File: src/rtl/nor_bist_ctrl.sv
// nor_bist_ctrl: BIST controller driving {a,b} = 00..11 into NUM_UUT NOR units and flagging mismatches.
// Define NOR_BIST_ERRCNT_EN to add the saturating err_cnt output.
module nor_bist_ctrl #(
  parameter int HOLD    = 2,
  parameter int NUM_UUT = 4
) (
  input  logic               clk,
  input  logic               rst_n,
  input  logic               start,
  output logic               a,
  output logic               b,
  input  logic [NUM_UUT-1:0] y,
  output logic               busy,
  output logic               done,
  output logic               pass,
  output logic [NUM_UUT-1:0] fail_mask
`ifdef NOR_BIST_ERRCNT_EN
  ,
  output logic [3:0]         err_cnt
`endif
);
  typedef enum logic [1:0] {IDLE, DRIVE, CHECK, DONE} state_t;
  state_t             state_q;
  logic [1:0]         idx_q;
  logic [3:0]         hold_q;
  logic               a_q, b_q, busy_q, done_q, pass_q;
  logic [NUM_UUT-1:0] fail_q, fail_d, mis;
  logic               exp_v;
  assign a         = a_q;
  assign b         = b_q;
  assign busy      = busy_q;
  assign done      = done_q;
  assign pass      = pass_q;
  assign fail_mask = fail_q;
  // Case-inequality so X/Z on a unit output counts as a mismatch in simulation.
  always_comb begin
    exp_v = ~(a_q | b_q);
    mis   = '0;
    for (int i = 0; i < NUM_UUT; i++) mis[i] = (y[i] !== exp_v);
    fail_d = fail_q | mis;
  end
`ifdef NOR_BIST_ERRCNT_EN
  logic [3:0] err_q, err_d, cnt;
  logic [4:0] sum;
  assign err_cnt = err_q;
  always_comb begin
    cnt = '0;
    for (int i = 0; i < NUM_UUT; i++) cnt = cnt + 4'(mis[i]);
    sum   = {1'b0, err_q} + {1'b0, cnt};
    err_d = (sum > 5'd15) ? 4'd15 : sum[3:0];
  end
  always_ff @(posedge clk or negedge rst_n)
    if (!rst_n) err_q <= '0;
    else if (state_q == IDLE && start) err_q <= '0;
    else if (state_q == CHECK) err_q <= err_d;
`endif
  always_ff @(posedge clk or negedge rst_n) begin
    if (!rst_n) begin
      state_q <= IDLE;
      idx_q   <= '0;
      hold_q  <= '0;
      a_q     <= 1'b0;
      b_q     <= 1'b0;
      busy_q  <= 1'b0;
      done_q  <= 1'b0;
      pass_q  <= 1'b0;
      fail_q  <= '0;
    end else begin
      case (state_q)
        IDLE: if (start) begin
          state_q <= DRIVE;
          idx_q   <= '0;
          hold_q  <= 4'(HOLD - 1);
          {a_q, b_q} <= 2'b00;
          busy_q  <= 1'b1;
          pass_q  <= 1'b0;
          fail_q  <= '0;
        end
        DRIVE: if (hold_q == '0) state_q <= CHECK;
               else hold_q <= hold_q - 4'd1;
        CHECK: begin
          fail_q <= fail_d;
          if (idx_q == 2'd3) begin
            state_q    <= DONE;
            {a_q, b_q} <= 2'b00;
            busy_q     <= 1'b0;
            done_q     <= 1'b1;
            pass_q     <= (fail_d == '0);
          end else begin
            state_q    <= DRIVE;
            idx_q      <= idx_q + 2'd1;
            {a_q, b_q} <= idx_q + 2'd1;
            hold_q     <= 4'(HOLD - 1);
          end
        end
        DONE: begin
          state_q <= IDLE;
          done_q  <= 1'b0;
        end
      endcase
    end
  end
endmodule

File: config.mk
export PLATFORM = sky130hd
export DESIGN_NAME = nor_bist_ctrl
export DESIGN_NICKNAME = d
export VERILOG_FILES = /design/src/rtl/nor_bist_ctrl.sv
export SDC_FILE = /design/constraint.sdc
export NUM_CORES = 1
export LEC_CHECK = 0
export BUFFER_PORTS_ARGS = -buffer_cell sky130_fd_sc_hd__buf_2
export CORE_UTILIZATION = 25
export CTS_BUF_LIST = sky130_fd_sc_hd__clkbuf_4 sky130_fd_sc_hd__clkbuf_8 sky130_fd_sc_hd__clkbuf_16
export DETAILED_ROUTE_END_ITERATION = 16
export HOLD_SLACK_MARGIN = 0.02
export PLACE_DENSITY = 0.53
export SLEW_MARGIN = 20
export SYNTH_ARGS = -nofsm -noshare
export SYNTH_HDL_FRONTEND = slang
export SYNTH_SLANG_ARGS = --single-unit
File: constraint.sdc
create_clock -name clk -period 1.59 [get_ports clk]
set_clock_uncertainty 0.05 [all_clocks]
set_input_delay 0.0795 -clock clk [delete_from_list [all_inputs] [get_ports clk]]
set_output_delay 0.0795 -clock clk [all_outputs]
set_load 0.01 [all_outputs]
==> results.json, run 1 <==
{
  "cp.arrival_ns": 1.64,
  "end_kind": "flop",
  "slew_viol_final": 0,
  "grt_max_degree": 18,
  "numClockSinks": 17,
  "synth-seq-cells": 17,
  "use_met1_pct": 13.4,
  "grt_pass1_wl_mm": 3.00,
  "grtUsageMet2_pct": 18.5,
  "fmax_mhz": 660,
  "syn-instance-count": 91,
  "fillers": 388,
  "busiest_layer": "met2",
  "antenna_cells": 0,
  "ir_drop_v": 0.000573,
  "final_area_um2": 1070,
  "setup_viol": 0,
  "grt-ovfl-total": 0,
  "worstSetupPathType": "reg -> reg",
  "drt-initial-drc-count": 20,
  "powerDensity_nw_per_um2": 1560,
  "p_leak_nw": 0.504,
  "die_area_um2": 3750,
  "seq_area_frac_synth_pct": 48.4,
  "cts_setup_buffers": 0,
  "dp_hpwl_mm": 1.42,
  "drc": 0,
  "synth_warnings": 0,
  "rsz0062_at_grt": "true",
  "final_nets": 122,
  "finalWirelength_mm": 1.86,
  "status": "finished, final reports clean",
  "holdCritPathClass": "in -> reg",
  "cts_buffers": 3,
  "path_clk_slew_ns": 0.10,
  "fp.dieW_um": 61.3,
  "critical_path.max_fanout": 14,
  "synth_cell_types": 29,
  "portBuffers": 15,
  "crit_path_start_kind": "flop",
  "syn-cell-area_um2": 878,
  "syn-num-nets": 101,
  "required_ns": 1.71,
  "rows": 21,
  "vias": 718,
  "core_area_um2": 3360,
  "finalHoldViolCount": 0,
  "slew_headroom_pct": 72.3,
  "cts_buffer_depth": 2,
  "htree_levels": 1,
  "period_share_pct": 95.3,
  "first_global_vias": 683,
  "antenna_found_initial": 0,
  "period_needed_ns": 1.52,
  "start_util_pct": 26.1,
  "track_usage_pct": 11.0,
  "area_growth_syn_to_layout_pct": 21.5,
  "syn_avg_cell_area_um2": 9.65,
  "cap_violations": 0,
  "final_util_pct": 31.7,
  "first_pass_iters": 3,
  "clkLatencyLatePin_ns": 0.29,
  "tritoncts": "built",
  "fp.dieH_um": 61.3,
  "ant_nets": 0,
  "placed_cell_area_um2": 1010,
  "final_layout_size_suffix_gt1_share_pct": 26.1,
  "cts-root-buf": "clkbuf_4",
  "tightest_slew_ns": 0.411,
  "use_met3_pct": 4.41,
  "vias_per_cell": 4.57,
  "gp_congestion": 0.754,
  "pin_count": 16,
  "post_drt_wl_per_cell_um": 11.8
}
## critical path, cell delays in order (launching register included)
cell and delay, ns:
dfrtp_1 0.53, nand2b_4 0.22, nor4_1 0.32, mux2i_1 0.23, nor2_1 0.05
## power by group
group	switching [W]	total [W]	internal [W]	leakage, nW
clock network	0.000131	0.000245	0.000114	0.0184
registers	0.000159	0.000708	0.000549	0.222
logic	0.000385	0.000708	0.000323	0.264
## state kept, by name, indices dropped and copies added, names as in the netlist
| register | cells |
|---|---|
| pass | 1 |
| busy | 1 |
| hold_q | 4 |
| b | 1 |
| done | 1 |
| fail_mask | 4 |
| a | 1 |
| idx_q | 2 |
| state_q | 2 |
## layout by cell type (no fill, tap or decap), types with 3 or more instances in the layout
| cell type | count |
|---|---|
| clkbuf_4 | 4 |
| nor3_1 | 3 |
| ha_1 | 3 |
| o21ai_0 | 6 |
| nor2_1 | 7 |
| inv_1 | 5 |
| nand2b_1 | 3 |
| a21oi_1 | 13 |
| buf_4 | 3 |
| dfrtp_1 | 17 |
| nand2_1 | 4 |
| buf_2 | 15 |
| xor2_1 | 4 |
| a22o_1 | 3 |
## metrics by stage
stage	setup WS (ns)	hold WS [ns]	total power [W]	setup TNS [ns]	std cells
final	0.0739	0.101	0.00166	0	157
after global routing	-0.0248	0.124	0.00182	-0.0248	157
after CTS	0.0582	0.0926	0.00166	0	157
after detailed placement	-0.0160	-0.0209	0.00139	-0.0160	152
after global placement	0.110	-0.0236	0.00137	0	152
after floorplan	0.157	-0.266	0.00120	0	91
## cell families after synthesis
logic type      count (synthesis)  synth area share (%)
simple gates                   29                  18.5
mux                             2                  2.28
buf+inv                         9                  4.84
fa+ha+maj                       3                  4.27
xor+xnor                        4                  3.99
flops                          17                  48.4
compound gates                 27                  17.7
## synthesized netlist by cell type (all sizes together)
cell type	count	area, um^2
nand2b	4	32.5
or3	1	6.26
clkbuf	2	8.75
mux2i	2	20.0
a21o	1	7.51
inv	6	22.5
nor3b	1	7.51
nor3	3	15.0
or4	1	7.51
nand2	4	15.0
nor2	9	36.3
a22o	3	26.3
a21oi	14	73.8
and2b	1	7.51
o21ai	8	40.0
buf	1	11.3
and4	1	10.0
nor4	1	6.26
nand3	2	10.0
nand4b	1	8.76
a21boi	1	7.51
xor2	4	35.0
dfrtp	17	425
ha	3	37.5
## per-layer routing
layer | up-vias | share of wire, %
met2 | 14 | 48
met1 | 345 | 47
met4 | 0 | 0.59
met3 | 2 | 4.7
met5 | - | 0
li1 | 357 | -
## final cells by class
class	instances	area (um^2)	area share, %
Sequential cell	17	425	39.9
Multi-Input combinational cell	65	424	39.7
Timing Repair Buffer	19	108	10.1
Tap cell	46	57.6	5.39
Clock buffer	4	30.0	2.81
Inverter	6	22.5	2.11
## path summary, 6_finish.rpt
check | start | to | slack, ns | depth (start not counted)
max in group asynchronous | rst_n | fail_mask[0] | 1.03 | 2
hold reg to reg | hold_q[0] | hold_q[0] | 0.48 | 1
setup / recovery | state_q[1] | hold_q[3] | 0.07 | 4
min in group asynchronous | rst_n | done | 0.19 | 2
hold / removal | start | busy | 0.10 | 3
setup reg to reg | state_q[1] | hold_q[3] | 0.07 | 4
## what timing repair did
| action | 4_1_cts | 5_1_grt |
|---|---|---|
| endpoints found under the setup margin | 1 | 3 |
| cloned | 0 | 0 |
| endpoints found under the hold margin | 17 | 0 |
| gates resized for setup | 1 | 3 |
| hold buffers | 1 | 0 |
(Power assumes the default switching activity.)
==> run 2: changes to the inputs <==
ABC_AREA = 1   (was not set)
MAX_ROUTING_LAYER = met4   (was not set)
clock period = 1.6 ns   (was 1.59 ns; I/O delays follow)
==> run 2 against run 1 <==
Against the previous run:
- synthesized cell count rose by 11%
- first-iteration DRC count rose to 2.6 times the previous value
- combinational power fell by 4.0%
- global-route usage fell by 0.54 points
- cell count rose by 5.1%
- sequential cell count did not move
- critical path type unchanged
- highest routed layer unchanged
==> results.json, run 2 <==
{
  "drc": 0,
  "synth_edf_count": 0,
  "tritoncts": "built",
  "portBuffers": 15,
  "syn-num-nets": 111,
  "syn-cell-area_um2": 831,
  "clkLatencyLatePin_ns": 0.31,
  "path_clk_slew_ns": 0.12,
  "slew_headroom_pct": 73.7,
  "rsz0062_at_grt": "false",
  "synth_warnings": 0,
  "dp_slack_ns": 0.297,
  "die_area_um2": 3560,
  "fp.dieH_um": 59.6,
  "critical_path.max_fanout": 7,
  "first_global_vias": 653,
  "holdCritPathClass": "in -> reg",
  "use_met1_pct": 12.0,
  "period_needed_ns": 1.32,
  "post_drt_wl_per_cell_um": 9.84,
  "grtUsageMet2_pct": 17.0,
  "powerDensity_nw_per_um2": 1560,
  "grt-ovfl-total": 0,
  "synth-seq-cells": 17,
  "cts_buffers": 3,
  "htree_levels": 1,
  "grt_max_degree": 18,
  "fp.dieW_um": 59.6,
  "worstSetupPathType": "reg -> reg",
  "ant_nets": 0,
  "cp.arrival_ns": 1.45,
  "seq_area_frac_synth_pct": 51.2,
  "area_growth_syn_to_layout_pct": 20.2,
  "syn-instance-count": 101,
  "busiest_layer": "met2",
  "track_usage_pct": 10.5,
  "dp_hpwl_mm": 1.23,
  "pin_count": 16,
  "fillers": 351,
  "use_met3_pct": 2.62,
  "antenna_cells": 0,
  "drt-initial-drc-count": 52,
  "grt_pass1_wl_mm": 2.65,
  "status": "finished, final reports clean",
  "gp_congestion": 0.730,
  "synth_top_area_share_pct": 51.2,
  "cts-root-buf": "clkbuf_4",
  "synth_most_common_cell": "nand2_1",
  "core_area_um2": 3100,
  "required_ns": 1.73,
  "ir_drop_v": 0.000500,
  "numClockSinks": 17,
  "cts.repair.resized": 0,
  "synth_cell_types": 19,
  "slew_viol_final": 0,
  "antenna_found_initial": 0,
  "async_flop_share_pct": 100,
  "setup_slack_ns": 0.277,
  "synth_top_area_cell": "dfrtp_1",
  "fmax_mhz": 756,
  "vias_per_cell": 4.25,
  "vias": 701,
  "end_kind": "flop",
  "multi_input_area_um2": 345,
  "synthTopCellsByArea": "dfrtp_1 (51%), nand2_1 (10%), nor2_1 (7.2%), inv_1 (6.3%), nand3_1 (4.8%)",
  "tns_ns": 0,
  "final_common_cell": "nand2_1",
  "most-common-layout-cells": "nand2_1 (23), dfrtp_1 (17), nor2_1 (16)",
  "syn_avg_cell_area_um2": 8.23,
  "tightest_slew_ns": 0.394,
  "synth_ff_type": "dfrtp_1",
  "cts_buffer_depth": 2,
  "rows": 20,
  "finalWirelength_mm": 1.62,
  "final_layout_size_suffix_gt1_share_pct": 20.7,
  "crit_path_start_kind": "flop",
  "final_nets": 132,
  "regArea_um2": 425,
  "period_share_pct": 82.7,
  "first_pass_iters": 2,
  "ys_top_cells_by_count": "nand2_1 (23), dfrtp_1 (17), nor2_1 (16)",
  "setup_viol": 0,
  "finalHoldViolCount": 0,
  "start_util_pct": 26.8,
  "p_leak_nw": 0.555,
  "cap_violations": 0
}
-- run 2: changes by cell type in the layout (fill, tap and decap cells not counted), sizes merged, moves of 3 or more --
cell / change
nand2: +21
a21oi: -13
inv: +10
nor2: +8
nand3: +7
nand2b: -4
a22o: -3
buf: -3
nor3: -3
xor2: -3
-- run 2: layout make-up --
| cell class | instances | share of cell area (%) |
|---|---|---|
| Multi-Input combinational cell | 68 | 34.6 |
| Timing Repair Buffer | 16 | 8.52 |
| Tap cell | 44 | 5.51 |
| Inverter | 16 | 6.02 |
| Sequential cell | 17 | 42.6 |
| Clock inverter | 1 | 0.501 |
| Clock buffer | 3 | 2.26 |
-- run 2: report_power, final --
part	switching [W]	leakage, nW	internal [W]
clock	0.000152	0.0177	0.0000933
combinational	0.000441	0.315	0.000238
sequential	0.0000804	0.222	0.000555
-- run 2: logic make-up (layout without fill, tap and decap cells) --
kind of cell | count (synthesis) | after routing | share of synthesized area (%)
xor+xnor | 1 | 1 | 1.05
fa+ha+maj | 3 | 3 | 4.52
compound gates | 12 | 12 | 7.98
flops | 17 | 17 | 51.2
simple gates | 52 | 52 | 28.0
buf+inv | 16 | 36 | 7.23
-- run 2: what timing repair did --
item                                    in CTS  in global routing
setup buffers                                0                  0
hold buffers                                 1                  0
endpoints found under the hold margin       17                  0
endpoints found under the setup margin       0                  0
-- run 2: worst max-delay path, cell delays in order (launching register included) --
cell	delay, ns
dfrtp_1	0.40
inv_2	0.07
nor2_4	0.18
nand2_4	0.10
nand3_2	0.12
inv_1	0.08
nand3_1	0.08
o21ai_0	0.09
-- run 2: path summary, 6_finish.rpt --
kind / from / to / slack (ns) / cells past startpoint
worst max-delay path: state_q[1] / b / 0.28 / 7
worst min-delay path: start / busy / 0.04 / 3
worst min register to register: busy / busy / 0.44 / 2
max in group asynchronous: rst_n / hold_q[2] / 1.04 / 2
min in group asynchronous: rst_n / fail_mask[3] / 0.16 / 2
worst max register to register: state_q[1] / b / 0.28 / 7
-- run 2: routing by layer --
layer  vias to the layer above  routed length, um
met5                         -                  0
met2                        17                720
met3                         5                 71
met4                         0                 29
met1                       324                801
li1                        355                  -
-- run 2: stage by stage --
stage               hold slack, ns  utilization, %  std cells  power [W]  instance area, um^2
floorplan                   -0.266               -        101    0.00114                  831
global placement           -0.0236            31.0        160    0.00132                  961
detailed placement         -0.0253            31.0        160    0.00133                  961
CTS                         0.0417            32.2        165    0.00157                  998
global route                0.0455            32.2        165    0.00169                  998
finish                      0.0386            32.2        165    0.00156                  998
==> run 3: changes to the inputs <==
ABC_AREA = 0   (was 1)
clock period = 1.4 ns   (was 1.6 ns; I/O delays follow)
==> run 3 against run 2 <==
Against the previous run:
- the run now ends with negative setup slack left
- utilization rose by 2.8 points
- non-clock buffer count rose by 11
- combinational power is 60% higher
- count of clock-buffer cells in the layout increased by 1
- sequential share of layout area shrank 6.3 points
- register-to-register slack got worse by 0.28 ns
- setup slack got worse by 0.28 ns
- cell area rose by 18%
- first-iteration DRC count decreased by 31%
- fmax fell by 5.7%
- die area increased by 5.5%
- global-route usage is 1.4 points higher
- critical endpoint is now hold_q[1]
==> results.json, run 3 (synthesis gave the netlist of run 1 again) <==
{
  "status": "complete, but fails checks",
  "violations": "negative setup slack",
  "finalWirelength_mm": 1.95,
  "placed_cell_area_um2": 1040,
  "rsz0062_at_grt": "true",
  "final_util_pct": 34.9,
  "worstSetupPathType": "reg -> reg",
  "wl_met1_um": 888,
  "htree_levels": 1,
  "track_usage_pct": 11.9,
  "area_growth_syn_to_layout_pct": 33.8,
  "first_global_vias": 701,
  "holdCritPathClass": "in -> reg",
  "grt_max_degree": 18,
  "grt-ovfl-total": 0,
  "cp.arrival_ns": 1.58,
  "tritoncts": "built",
  "drc": 0,
  "period_needed_ns": 1.40,
  "cts_buffer_depth": 2,
  "fp.dieW_um": 61.3,
  "rows": 21,
  "final_common_cell": "dfrtp_1",
  "top_layer": "met4",
  "cap_violations": 0,
  "vias_per_cell": 4.53,
  "fp.dieH_um": 61.3,
  "period_share_pct": 100,
  "vias": 747,
  "start_util_pct": 26.1,
  "cts_buffers": 3,
  "drt-initial-drc-count": 36,
  "crit_path_start_kind": "flop",
  "clkLatencyLatePin_ns": 0.29,
  "routed-wl-met2_um": 960,
  "critical_path.max_fanout": 4,
  "most-common-layout-cells": "dfrtp_1 (16), buf_2 (15), a21oi_1 (13)",
  "path_clk_slew_ns": 0.10,
  "antenna_cells": 0,
  "wl_met3_um": 85,
  "final_area_um2": 1170,
  "required_ns": 1.58,
  "slew_headroom_pct": 73.9,
  "die_area_um2": 3750,
  "core_area_um2": 3360,
  "gp_congestion": 0.761,
  "ant_nets": 0,
  "final_nets": 130,
  "final_layout_size_suffix_gt1_share_pct": 37.0,
  "total_power_w": 0.00219,
  "dp_hpwl_mm": 1.39,
  "first_pass_iters": 4,
  "antenna_found_initial": 0,
  "ir_drop_v": 0.000918,
  "tightest_slew_ns": 0.391,
  "slew_viol_final": 0,
  "portBuffers": 15,
  "p_leak_nw": 0.547,
  "post_drt_wl_per_cell_um": 11.8,
  "fmax_mhz": 713,
  "end_kind": "flop",
  "pin_count": 16,
  "numClockSinks": 17,
  "grt_pass1_wl_mm": 3.13,
  "cts-root-buf": "clkbuf_4",
  "setup_viol": 1,
  "powerDensity_nw_per_um2": 1870,
  "finalHoldViolCount": 0,
  "setup_slack_ns": -0.00292
}
==> run 3: path summary, 6_finish.rpt <==
check	start	endpoint	slack, ns	cells after the start
max	hold_q[0]	hold_q[1]	-0.003	6
min	start	state_q[0]	0.03	3
max reg2reg	hold_q[0]	hold_q[1]	-0.003	6
min reg2reg	busy	busy	0.49	2
max in group asynchronous	rst_n	state_q[0]	0.83	2
min in group asynchronous	rst_n	done	0.17	2
==> run 3: critical path, stage by stage (launching register included) <==
cell and delay [ns]:
dfrtp_1 0.41, inv_2 0.08, ha_4 0.13, nor3b_4 0.23, nor2_4 0.06, or3_1 0.30, o21ai_1 0.08
==> run 3: area by class of cell <==
type                            instances  area [um^2]
Tap cell                               46         57.6
Sequential cell                        17          427
Inverter                                6         22.5
Fill cell                             378         2190
Timing Repair Buffer                   27          168
Multi-Input combinational cell         65          470
Clock buffer                            4         30.0
==> run 3: where the power goes <==
part	total [W]	leakage [nW]	internal, W	switching, W
sequential	0.000812	0.221	0.000627	0.000185
combinational	0.00109	0.308	0.000550	0.000545
clock	0.000286	0.0184	0.000130	0.000156
total	0.00219	0.547	0.00131	0.000886
==> run 3: per-layer routing <==
layer,vias to the layer above,global-route usage (%)
met2,16,20.0
met3,2,4.41
li1,373,-
met1,356,13.6
met5,-,-
met4,0,1.95
==> run 3: repair_timing <==
| item | in CTS | in global routing |
|---|---|---|
| pin swaps | 1 | 1 |
| setup endpoints to repair | 2 | 11 |
| hold endpoints to repair | 17 | 0 |
| setup buffers | 3 | 2 |
| resized for setup | 9 | 6 |
| hold buffers | 1 | 0 |
==> run 3: per-stage QoR <==
step	setup WS, ns	setup TNS [ns]	cells	hold WS [ns]
floorplan	0.0257	0	91	-0.276
global placement	-0.0156	-0.0156	155	-0.0350
detailed placement	-0.0780	-0.125	155	-0.0354
CTS	-0.00842	-0.00842	163	0.0715
global route	-0.0860	-0.132	165	0.0552
finish	-0.00292	-0.00292	165	0.0336
